--- config.mk ---
export PLATFORM = sky130hd
export DESIGN_NAME = bufram_burst
export DESIGN_NICKNAME = d
export VERILOG_FILES = /design/src/rtl/bufram_burst_pkg.sv /design/src/rtl/bufram_burst_dpram.sv /design/src/rtl/bufram_burst.sv
export SDC_FILE = /design/constraint.sdc
export NUM_CORES = 1
export LEC_CHECK = 0
export CAP_MARGIN = 40
export CORE_ASPECT_RATIO = 1.2
export CORE_MARGIN = 5
export CORE_UTILIZATION = 40
export DETAILED_ROUTE_END_ITERATION = 10
export DONT_BUFFER_PORTS = 1
export GPL_ROUTABILITY_DRIVEN = 0
export GPL_TIMING_DRIVEN = 0
export PLACE_DENSITY = 0.64
export SLEW_MARGIN = 30
export SYNTH_ARGS = -nofsm -noshare
export SYNTH_HDL_FRONTEND = slang
export SYNTH_SLANG_ARGS = --single-unit
--- constraint.sdc ---
create_clock -name clk -period 3.5 [get_ports clk]
set_clock_uncertainty 0.1 [all_clocks]
set_input_delay 0.525 -clock clk [delete_from_list [all_inputs] [get_ports clk]]
set_output_delay 0.525 -clock clk [all_outputs]
set_load 0.03 [all_outputs]
--- src/rtl/bufram_burst_pkg.sv ---
// Shared definitions for the burst buffer RAM: default geometry, derived widths
// and the port-B sequencer state encoding.
package bufram_burst_pkg;

    localparam int DEF_DATA_WIDTH = 32;
    localparam int DEF_ADDR_WIDTH = 3;
    localparam int DEF_BURST_LEN  = 4;

    localparam int BE_WIDTH = DEF_DATA_WIDTH / 8;
    localparam int BEAT_W   = $clog2(DEF_BURST_LEN);

    typedef enum logic [1:0] {
        ST_IDLE   = 2'd0,
        ST_LOAD   = 2'd1,
        ST_STREAM = 2'd2
    } state_t;

endpackage

--- src/rtl/bufram_burst_dpram.sv ---
// Inferred simple dual-port RAM: one byte-enabled write port, two registered read
// ports. Read registers are reset so the outputs start at zero; the array is not.
module bufram_burst_dpram
    import bufram_burst_pkg::*;
#(
    parameter int DW = DEF_DATA_WIDTH,
    parameter int AW = DEF_ADDR_WIDTH
) (
    input  logic            clk,
    input  logic            rst,
    input  logic [DW/8-1:0] we,
    input  logic [AW-1:0]   a_addr,
    input  logic [DW-1:0]   wd,
    output logic [DW-1:0]   a_q,
    input  logic            b_en,
    input  logic [AW-1:0]   b_addr,
    output logic [DW-1:0]   b_q
);

    localparam int NB    = DW / 8;
    localparam int DEPTH = 2 ** AW;

    logic [DW-1:0] mem [DEPTH];

    always_ff @(posedge clk) begin
        for (int i = 0; i < NB; i++) begin
            if (we[i]) begin
                mem[a_addr][8*i +: 8] <= wd[8*i +: 8];
            end
        end
    end

    // Non-blocking reads see the pre-write contents (read-before-write).
    always_ff @(posedge clk or posedge rst) begin
        if (rst) begin
            a_q <= '0;
            b_q <= '0;
        end else begin
            a_q <= mem[a_addr];
            if (b_en) begin
                b_q <= mem[b_addr];
            end
        end
    end

endmodule

--- src/rtl/bufram_burst.sv ---
// Buffer RAM with a random-access port A and a valid/ready burst-read port B,
// per-entry valid bits and write-to-read forwarding into the port-B output stage.
module bufram_burst
    import bufram_burst_pkg::*;
#(
    parameter int DATA_WIDTH = DEF_DATA_WIDTH,
    parameter int ADDR_WIDTH = DEF_ADDR_WIDTH,
    parameter int BURST_LEN  = DEF_BURST_LEN
) (
    input  logic                    clk,
    input  logic                    rst,
    input  logic [ADDR_WIDTH-1:0]   a_addr,
    input  logic [DATA_WIDTH/8-1:0] a_we,
    input  logic [DATA_WIDTH-1:0]   a_di,
    output logic [DATA_WIDTH-1:0]   a_do,
    input  logic                    flush,
    input  logic                    b_start,
    input  logic [ADDR_WIDTH-1:0]   b_addr,
    input  logic                    b_wrap,
    output logic                    b_busy,
    output logic                    b_valid,
    input  logic                    b_ready,
    output logic [DATA_WIDTH-1:0]   b_data,
    output logic                    b_hit,
    output logic                    b_last
);

    // Handshake: a beat transfers on any cycle where b_valid && b_ready. While b_valid
    // is high and b_ready low, b_data/b_hit/b_last hold; b_valid never drops without
    // an accept (except on reset).

    localparam int NB    = DATA_WIDTH / 8;
    localparam int CW    = $clog2(BURST_LEN);
    localparam int DEPTH = 2 ** ADDR_WIDTH;
    localparam logic [ADDR_WIDTH-1:0] WRAP_MASK = ADDR_WIDTH'(BURST_LEN - 1);
    localparam logic [CW-1:0]         LAST_BEAT = CW'(BURST_LEN - 1);

    state_t                  state_q, state_d;
    logic [ADDR_WIDTH-1:0]   base_q;
    logic                    wrap_q;
    logic [CW-1:0]           beat_q, load_beat;
    logic                    valid_q, hit_q;
    logic [NB-1:0]           fwd_mask_q;
    logic [DATA_WIDTH-1:0]   fwd_data_q, rb_q;
    logic [DEPTH-1:0]        vbits_q, vbits_d, wr_onehot;
    logic                    accept, last_beat, start_ok, load_en;
    logic [ADDR_WIDTH-1:0]   lin_addr, rd_addr;

    bufram_burst_dpram #(
        .DW (DATA_WIDTH),
        .AW (ADDR_WIDTH)
    ) u_ram (
        .clk    (clk),
        .rst    (rst),
        .we     (a_we),
        .a_addr (a_addr),
        .wd     (a_di),
        .a_q    (a_do),
        .b_en   (load_en),
        .b_addr (rd_addr),
        .b_q    (rb_q)
    );

    assign accept    = valid_q && b_ready;
    assign last_beat = (beat_q == LAST_BEAT);

    always_ff @(posedge clk or posedge rst) begin
        if (rst) state_q <= ST_IDLE;
        else     state_q <= state_d;
    end

    always_comb begin
        state_d  = state_q;
        start_ok = 1'b0;
        load_en  = 1'b0;
        unique case (state_q)
            ST_IDLE: begin
                if (b_start) begin
                    start_ok = 1'b1;
                    state_d  = ST_LOAD;
                end
            end
            ST_LOAD: begin
                load_en = 1'b1;
                state_d = ST_STREAM;
            end
            ST_STREAM: begin
                if (accept) begin
                    if (!last_beat) begin
                        load_en = 1'b1;
                    end else if (b_start) begin
                        start_ok = 1'b1;
                        state_d  = ST_LOAD;
                    end else begin
                        state_d  = ST_IDLE;
                    end
                end
            end
            default: state_d = ST_IDLE;
        endcase
    end

    // Address of the beat being loaded this cycle; wrap keeps the upper bits fixed.
    always_comb begin
        load_beat = (state_q == ST_LOAD) ? '0 : beat_q + CW'(1);
        lin_addr  = base_q + ADDR_WIDTH'(load_beat);
        rd_addr   = wrap_q ? ((base_q & ~WRAP_MASK) | (lin_addr & WRAP_MASK)) : lin_addr;
    end

    always_comb begin
        wr_onehot = '0;
        for (int i = 0; i < DEPTH; i++) begin
            wr_onehot[i] = (a_we != '0) && (a_addr == ADDR_WIDTH'(i));
        end
        vbits_d = (flush ? '0 : vbits_q) | wr_onehot;
    end

    always_comb begin
        b_data = rb_q;
        for (int i = 0; i < NB; i++) begin
            if (fwd_mask_q[i]) b_data[8*i +: 8] = fwd_data_q[8*i +: 8];
        end
    end

    always_ff @(posedge clk or posedge rst) begin
        if (rst) begin
            base_q     <= '0;
            wrap_q     <= 1'b0;
            beat_q     <= '0;
            valid_q    <= 1'b0;
            hit_q      <= 1'b0;
            fwd_mask_q <= '0;
            fwd_data_q <= '0;
            vbits_q    <= '0;
        end else begin
            vbits_q <= vbits_d;
            if (start_ok) begin
                base_q <= b_addr;
                wrap_q <= b_wrap;
            end
            // The counter wraps naturally to zero on the last accept.
            if (start_ok)    beat_q <= '0;
            else if (accept) beat_q <= beat_q + CW'(1);
            if (load_en)     valid_q <= 1'b1;
            else if (accept) valid_q <= 1'b0;
            // A stalled beat keeps its captured forward mask, so later writes cannot alter it.
            if (load_en) begin
                hit_q      <= vbits_d[rd_addr];
                fwd_mask_q <= (a_addr == rd_addr) ? a_we : '0;
                fwd_data_q <= a_di;
            end
        end
    end

    assign b_busy  = (state_q != ST_IDLE);
    assign b_valid = valid_q;
    assign b_hit   = hit_q;
    assign b_last  = valid_q && last_beat;

endmodule

* Word-level counts from Yosys, hierarchy flattened *
Memories as Yosys holds them, arrays and structs flattened. A register that Yosys moved wholly into a read port is not among the register bits.
Cells that the tools add are included.

storage, ports and cells
  flip-flop bits (word level) = 54
  latch bits = 0
  memory bits (writable) = 256
  ROM bits = 0
  input bits = 48
  word-level logic and storage cells = 80
  memories kept = 1

operators by class
  add/subtract/negate cells = 2
  $mul = 0
  divide/modulo/power cells = 0
  order comparisons = 1
  equality and inequality tests = 14
  shift operators = 0
  mux-type cells = 34
  bitwise gates (word level) = 2
  reduce and logical (&&, ||, !) cells = 17

memories
  name       depth  bits a word  read ports  clocked after memory_dff  write ports  RTL line                  RTL
  u_ram.mem  8      32           2           2                         1            bufram_burst_dpram.sv:23  logic [DW-1:0] mem [DEPTH];

operator list
  cell                                                  number
  two-way mux 8 bit                                     5
  two-way mux 1 bit                                     17
  equality test 3 bit (second input constant)           4
  two-way mux 2 bit                                     6
  logical AND 1 bit                                     10
  bitwise OR 8 bit                                      1
  equality test 3 x 2 -> 1 bit (second input constant)  2
  inequality test 2 bit (second input constant)         3
  case mux 2 bit (3 select lines)                       1
  nonzero test 2 bit                                    3
  equality test 2 bit (second input constant)           2
  < comparator 3 x 4 -> 1 bit (second input constant)   1
  two-way mux 4 bit                                     1
  case mux 1 bit (2 select lines)                       2
  nonzero test 4 bit                                    1
  adder 3 x 2 -> 3 bit                                  1
  binary-select mux 1 bit (select 3 bit)                1
  equality test 3 x 1 -> 1 bit (second input constant)  1
  equality test 3 bit                                   1
  zero test 3 bit                                       1
  two-way mux 3 bit                                     1
  bitwise OR 3 x 2 -> 3 bit                             1
  AND reduction 3 bit                                   1
  adder 2 x 1 -> 2 bit (second input constant)          1
  2 further kinds                                       2

* Depth between registers and ports, before layout *
  depth in word-level cells = 7
  gate-level depth with buffers = 13
  mapped depth without buffers = 11

* Cells and area by module *
A second synthesis with hierarchy kept.

second synthesis, totals
  cells, all modules = 1,205
  area total of the unflattened synthesis = 16,677.2 µm²

by module, submodules not included
  module              instances  cells each  area an instance (µm²)  seq. area each (µm²)
  bufram_burst_dpram  1          925         13,907.1                9,288.9
  bufram_burst        1          280         2,770.2                 1,351.3

* Worst setup path before layout *
OpenSTA, ideal clock, no wires.

  kind = flip-flop to flip-flop
  start = reg state_q[1]
  end = reg u_ram.b_q[10] (read register of u_ram.mem)
  library setup time = 0.132 ns
  data arrival time = 2.403 ns
  data required time = 3.268 ns
  slack = 0.865 ns
  cell stages (with the launch flop) = 12
  path buffers = 2
  path through = dfrtp_1 -> inv_1 -> ha_1 -> nor2_1 -> ha_1 -> inv_1 -> fa_1 -> buf_2 -> clkbuf_1 -> mux4_2 -> mux2i_1 -> o21ai_1

between the ends
  word-level cells in the longest chain between the ends = 5

ends and longest elaborated chain
  item                          RTL line                                 RTL
  from (decl)                   bufram_burst.sv:38                       state_t state_q, state_d;
  from (signal assigned)        bufram_burst.sv:69                       else state_q <= state_d;
  equality test 2 x 1 -> 1 bit  bufram_burst.sv:76, bufram_burst.sv:105
  two-way mux 2 bit             bufram_burst.sv:105                      load_beat = (state_q == ST_LOAD) ? '0 : beat_q + CW'(1);
  adder 3 x 2 -> 3 bit          bufram_burst.sv:106                      lin_addr = base_q + ADDR_WIDTH'(load_beat);
  bitwise OR 3 x 2 -> 3 bit     bufram_burst.sv:107                      rd_addr = wrap_q ? ((base_q & ~WRAP_MASK) | (lin_addr & WRAP_MASK)) : lin_addr;
  two-way mux 3 bit             bufram_burst.sv:107
  to (decl)                     bufram_burst_dpram.sv:17                 output logic [DW-1:0] b_q

Parallel ways exist; a longest one is shown, timed or not.
A chain may end at the register's enable or synchronous reset.

* Worst setup path after layout *
  start = reg state_q[1]
  end = reg u_ram.b_q[18] (read register of u_ram.mem)

Same word-level chain as after synthesis.

==> flow_summary.json <==
{
  "status": "finished, final reports clean",
  "netlist_area_mm2": 0.01638,
  "required_ns": 3.78,
  "final_cell_mix": "edfxtp_1, nand2_1, dfrtp_1",
  "numCtsBuffers": 39,
  "wirelength_um": 41050,
  "setup-tns-final_ns": 0,
  "crit_fanout": 10,
  "max_slew_margin_pct": 42.74,
  "viasPerCell": 5.536,
  "core_area_mm2": 0.04064,
  "grt_pass1_wl_um": 61300,
  "grt_max_degree": 29,
  "endpoint_kind": "register",
  "dpl.cell_count": 1513,
  "ys_seq_area_share_pct": 64.98,
  "row_count": 81,
  "clock-sinks": 374,
  "rsz0062_at_grt": "no",
  "hold_path_class": "in2reg",
  "syn2layout_area_growth_pct": 15.97,
  "path_class": "reg2reg",
  "ant_nets": 0,
  "antenna_found_initial": 1,
  "tightest_slew_ns": 0.8588,
  "hold_viol_final": 0,
  "fin_nets": 1108,
  "drt_pass1_iterations": 5,
  "cts_root_buffer": "clkbuf_16",
  "min_period_ns": 3.293,
  "dieArea_mm2": 0.04510,
  "worst_slack_ns": 0.2074,
  "gr-usage-all-layers_pct": 18.11,
  "syn_area_per_cell_um2": 17.26,
  "h-tree-depth": 2,
  "pre_cts_slack_ns": 0.1189,
  "max_freq_ghz": 0.3037,
  "max_cap_viol_count": 0,
  "drt_iter0_drc": 708,
  "peakVddDrop_v": 0.0003957,
  "finalCritPeriodShare_pct": 94.07,
  "clock_path_buffers": 3,
  "cp-start-kind": "register",
  "power_leakage_nw": 6.960,
  "clock_latency_ns": 0.53,
  "fillCellCount": 3429,
  "vias": 8974,
  "drv_slew": 0,
  "io_pins": 116,
  "final_area_mm2": 0.01899,
  "synthCells": 949,
  "yosysWarnings": 0,
  "post_cts_buffers": 0,
  "stdcell_count": 1621,
  "clk_pin_slew_ns": 0.06,
  "gr-total-overflow": 0,
  "wl_per_cell_um": 25.32,
  "ys_types": 46,
  "total_power_mw": 17.45,
  "die_y_um": 231.6,
  "port-buffer-count": 0,
  "die_w_um": 194.7,
  "synth_seq_cells": 374,
  "cp.arrival_ns": 3.57,
  "diodes": 0,
  "grt_pass1_vias": 9481,
  "final_common_cell": "edfxtp_1",
  "power_density_mw_per_mm2": 918.7,
  "drc_errors": 0,
  "layout-drive-gt1-share_pct": 29.85,
  "syn_nets": 1004,
  "cts_tree": "built",
  "placed_area_mm2": 0.01730,
  "dp_hpwl_um": 28370,
  "initial_core_util_pct": 40.29,
  "finalSetupViolations": 0
}
[per-layer routing]
| layer | wire, um | GRT usage [%] | vias to the layer above |
|---|---|---|---|
| met4 | 1296 | 5.956 | 2 |
| met5 | 20 | 0 | - |
| met3 | 2802 | 4.434 | 66 |
| met1 | 16150 | 23.21 | 4669 |
| li1 | - | - | 3894 |
| met2 | 20780 | 30.55 | 343 |
[cell usage after synthesis, drive strengths merged]
| master | n | area, um2 |
|---|---|---|
| a22oi | 1 | 7.510 |
| nor2 | 36 | 135.1 |
| xnor2 | 4 | 42.55 |
| edfxtp | 256 | 7687 |
| mux4 | 128 | 2924 |
| o21a | 1 | 7.510 |
| o22a | 1 | 8.760 |
| fa | 1 | 20.02 |
| or2 | 2 | 12.52 |
| nand2 | 140 | 525.5 |
| o32ai | 2 | 25.03 |
| and2 | 2 | 12.51 |
| o31ai | 1 | 7.510 |
| a22o | 4 | 35.03 |
| dfrtp | 118 | 2953 |
| xor2 | 1 | 8.760 |
| o21ai | 37 | 185.2 |
| a21boi | 2 | 15.01 |
| nand2b | 8 | 50.05 |
| o41ai | 1 | 16.27 |
| o211ai | 2 | 15.01 |
| nor4 | 2 | 18.77 |
| mux2 | 68 | 765.7 |
| o22ai | 6 | 37.54 |
| ha | 6 | 75.07 |
| o311a | 1 | 10.01 |
| mux2i | 32 | 320.3 |
| and4b | 1 | 10.01 |
| nand3 | 1 | 5.000 |
| or3 | 2 | 12.51 |
| inv | 17 | 63.81 |
| buf | 37 | 249.0 |
| o221ai | 1 | 8.760 |
| nand4 | 1 | 6.260 |
| clkbuf | 25 | 93.84 |
| a21oi | 1 | 5.000 |
[area by class of cell]
type / count / area [um2] / area share [%]
inverters: 17 / 67.56 / 0.3558
well taps: 539 / 674.4 / 3.551
flip-flops and latches: 374 / 10640 / 56.03
plain buffers: 62 / 346.6 / 1.825
multi-input cells: 496 / 5341 / 28.13
repair buffers: 63 / 611.8 / 3.222
clock inverters: 18 / 191.4 / 1.008
clock buffers: 52 / 1117 / 5.884
[critical path, cell delays in order, from the launching register on]
cell and delay [ns]:
dfrtp_1 0.38, inv_1 0.08, ha_1 0.24, nor2_1 0.12, ha_1 0.14, inv_1 0.05, fa_1 0.49, buf_2 0.21
clkbuf_1 0.60, mux4_2 0.41, mux2i_1 0.22, o21ai_1 0.08
[through the flow]
step / hold slack [ns] / utilization, %
final: 0.01462 / 46.73
after global routing: 0.007888 / 46.73
after CTS: 0.001009 / 46.64
after detailed placement: 0.3120 / 42.58
after global placement: 0.3510 / 41.96
after floorplan: 0.3401 / -
[cell families (layout without fill, tap and decap cells)]
family	count (synthesis)	count (layout)	share of synthesized area [%]
AOI/OAI and AO/OA	61	61	2.346
xor gates and xnor gates	5	5	0.3133
adders and majority gates	7	7	0.5807
buffers and inverters	79	212	2.483
DFF	374	374	64.98
muxes	228	228	24.49
and+or+nand+nor	195	195	4.814
[registers in the layout, indices dropped and copies added, names as in the netlist, 2 cells and up]
register / flops
u_ram.mem: 256
vbits_q: 8
u_ram.b_q: 32
fwd_data_q: 32
u_ram.a_q: 32
fwd_mask_q: 4
base_q: 3
beat_q: 2
state_q: 2
[repair_timing]
action                                  4_1_cts  5_1_grt
gates resized for setup                       0        7
hold buffers                                 34        0
hold endpoints to repair                    298        0
endpoints found under the setup margin        0        3
[worst paths after layout]
check                               startpoint  cells past startpoint        endpoint  slack [ns]
worst min register to register  fwd_data_q[24]                      2  fwd_data_q[24]        0.37
worst max register to register      state_q[1]                     11   u_ram.b_q[18]        0.21
worst min-delay path                  a_di[12]                      2  fwd_data_q[12]        0.01
min in group asynchronous                  rst                      2   u_ram.a_q[29]        0.37
max in group asynchronous                  rst                      4   u_ram.a_q[10]        2.22
worst max-delay path                state_q[1]                     11   u_ram.b_q[18]        0.21
[power by group]
group / total [mW] / internal [mW] / leakage, nW / switching, mW
combinational: 7.55 / 3.28 / 2.53 / 4.26
sequential: 5.69 / 5.31 / 3.79 / 0.374
clock: 4.21 / 2.54 / 0.639 / 1.67
total: 17.4 / 11.1 / 6.96 / 6.31
(Power assumes the default switching activity.)
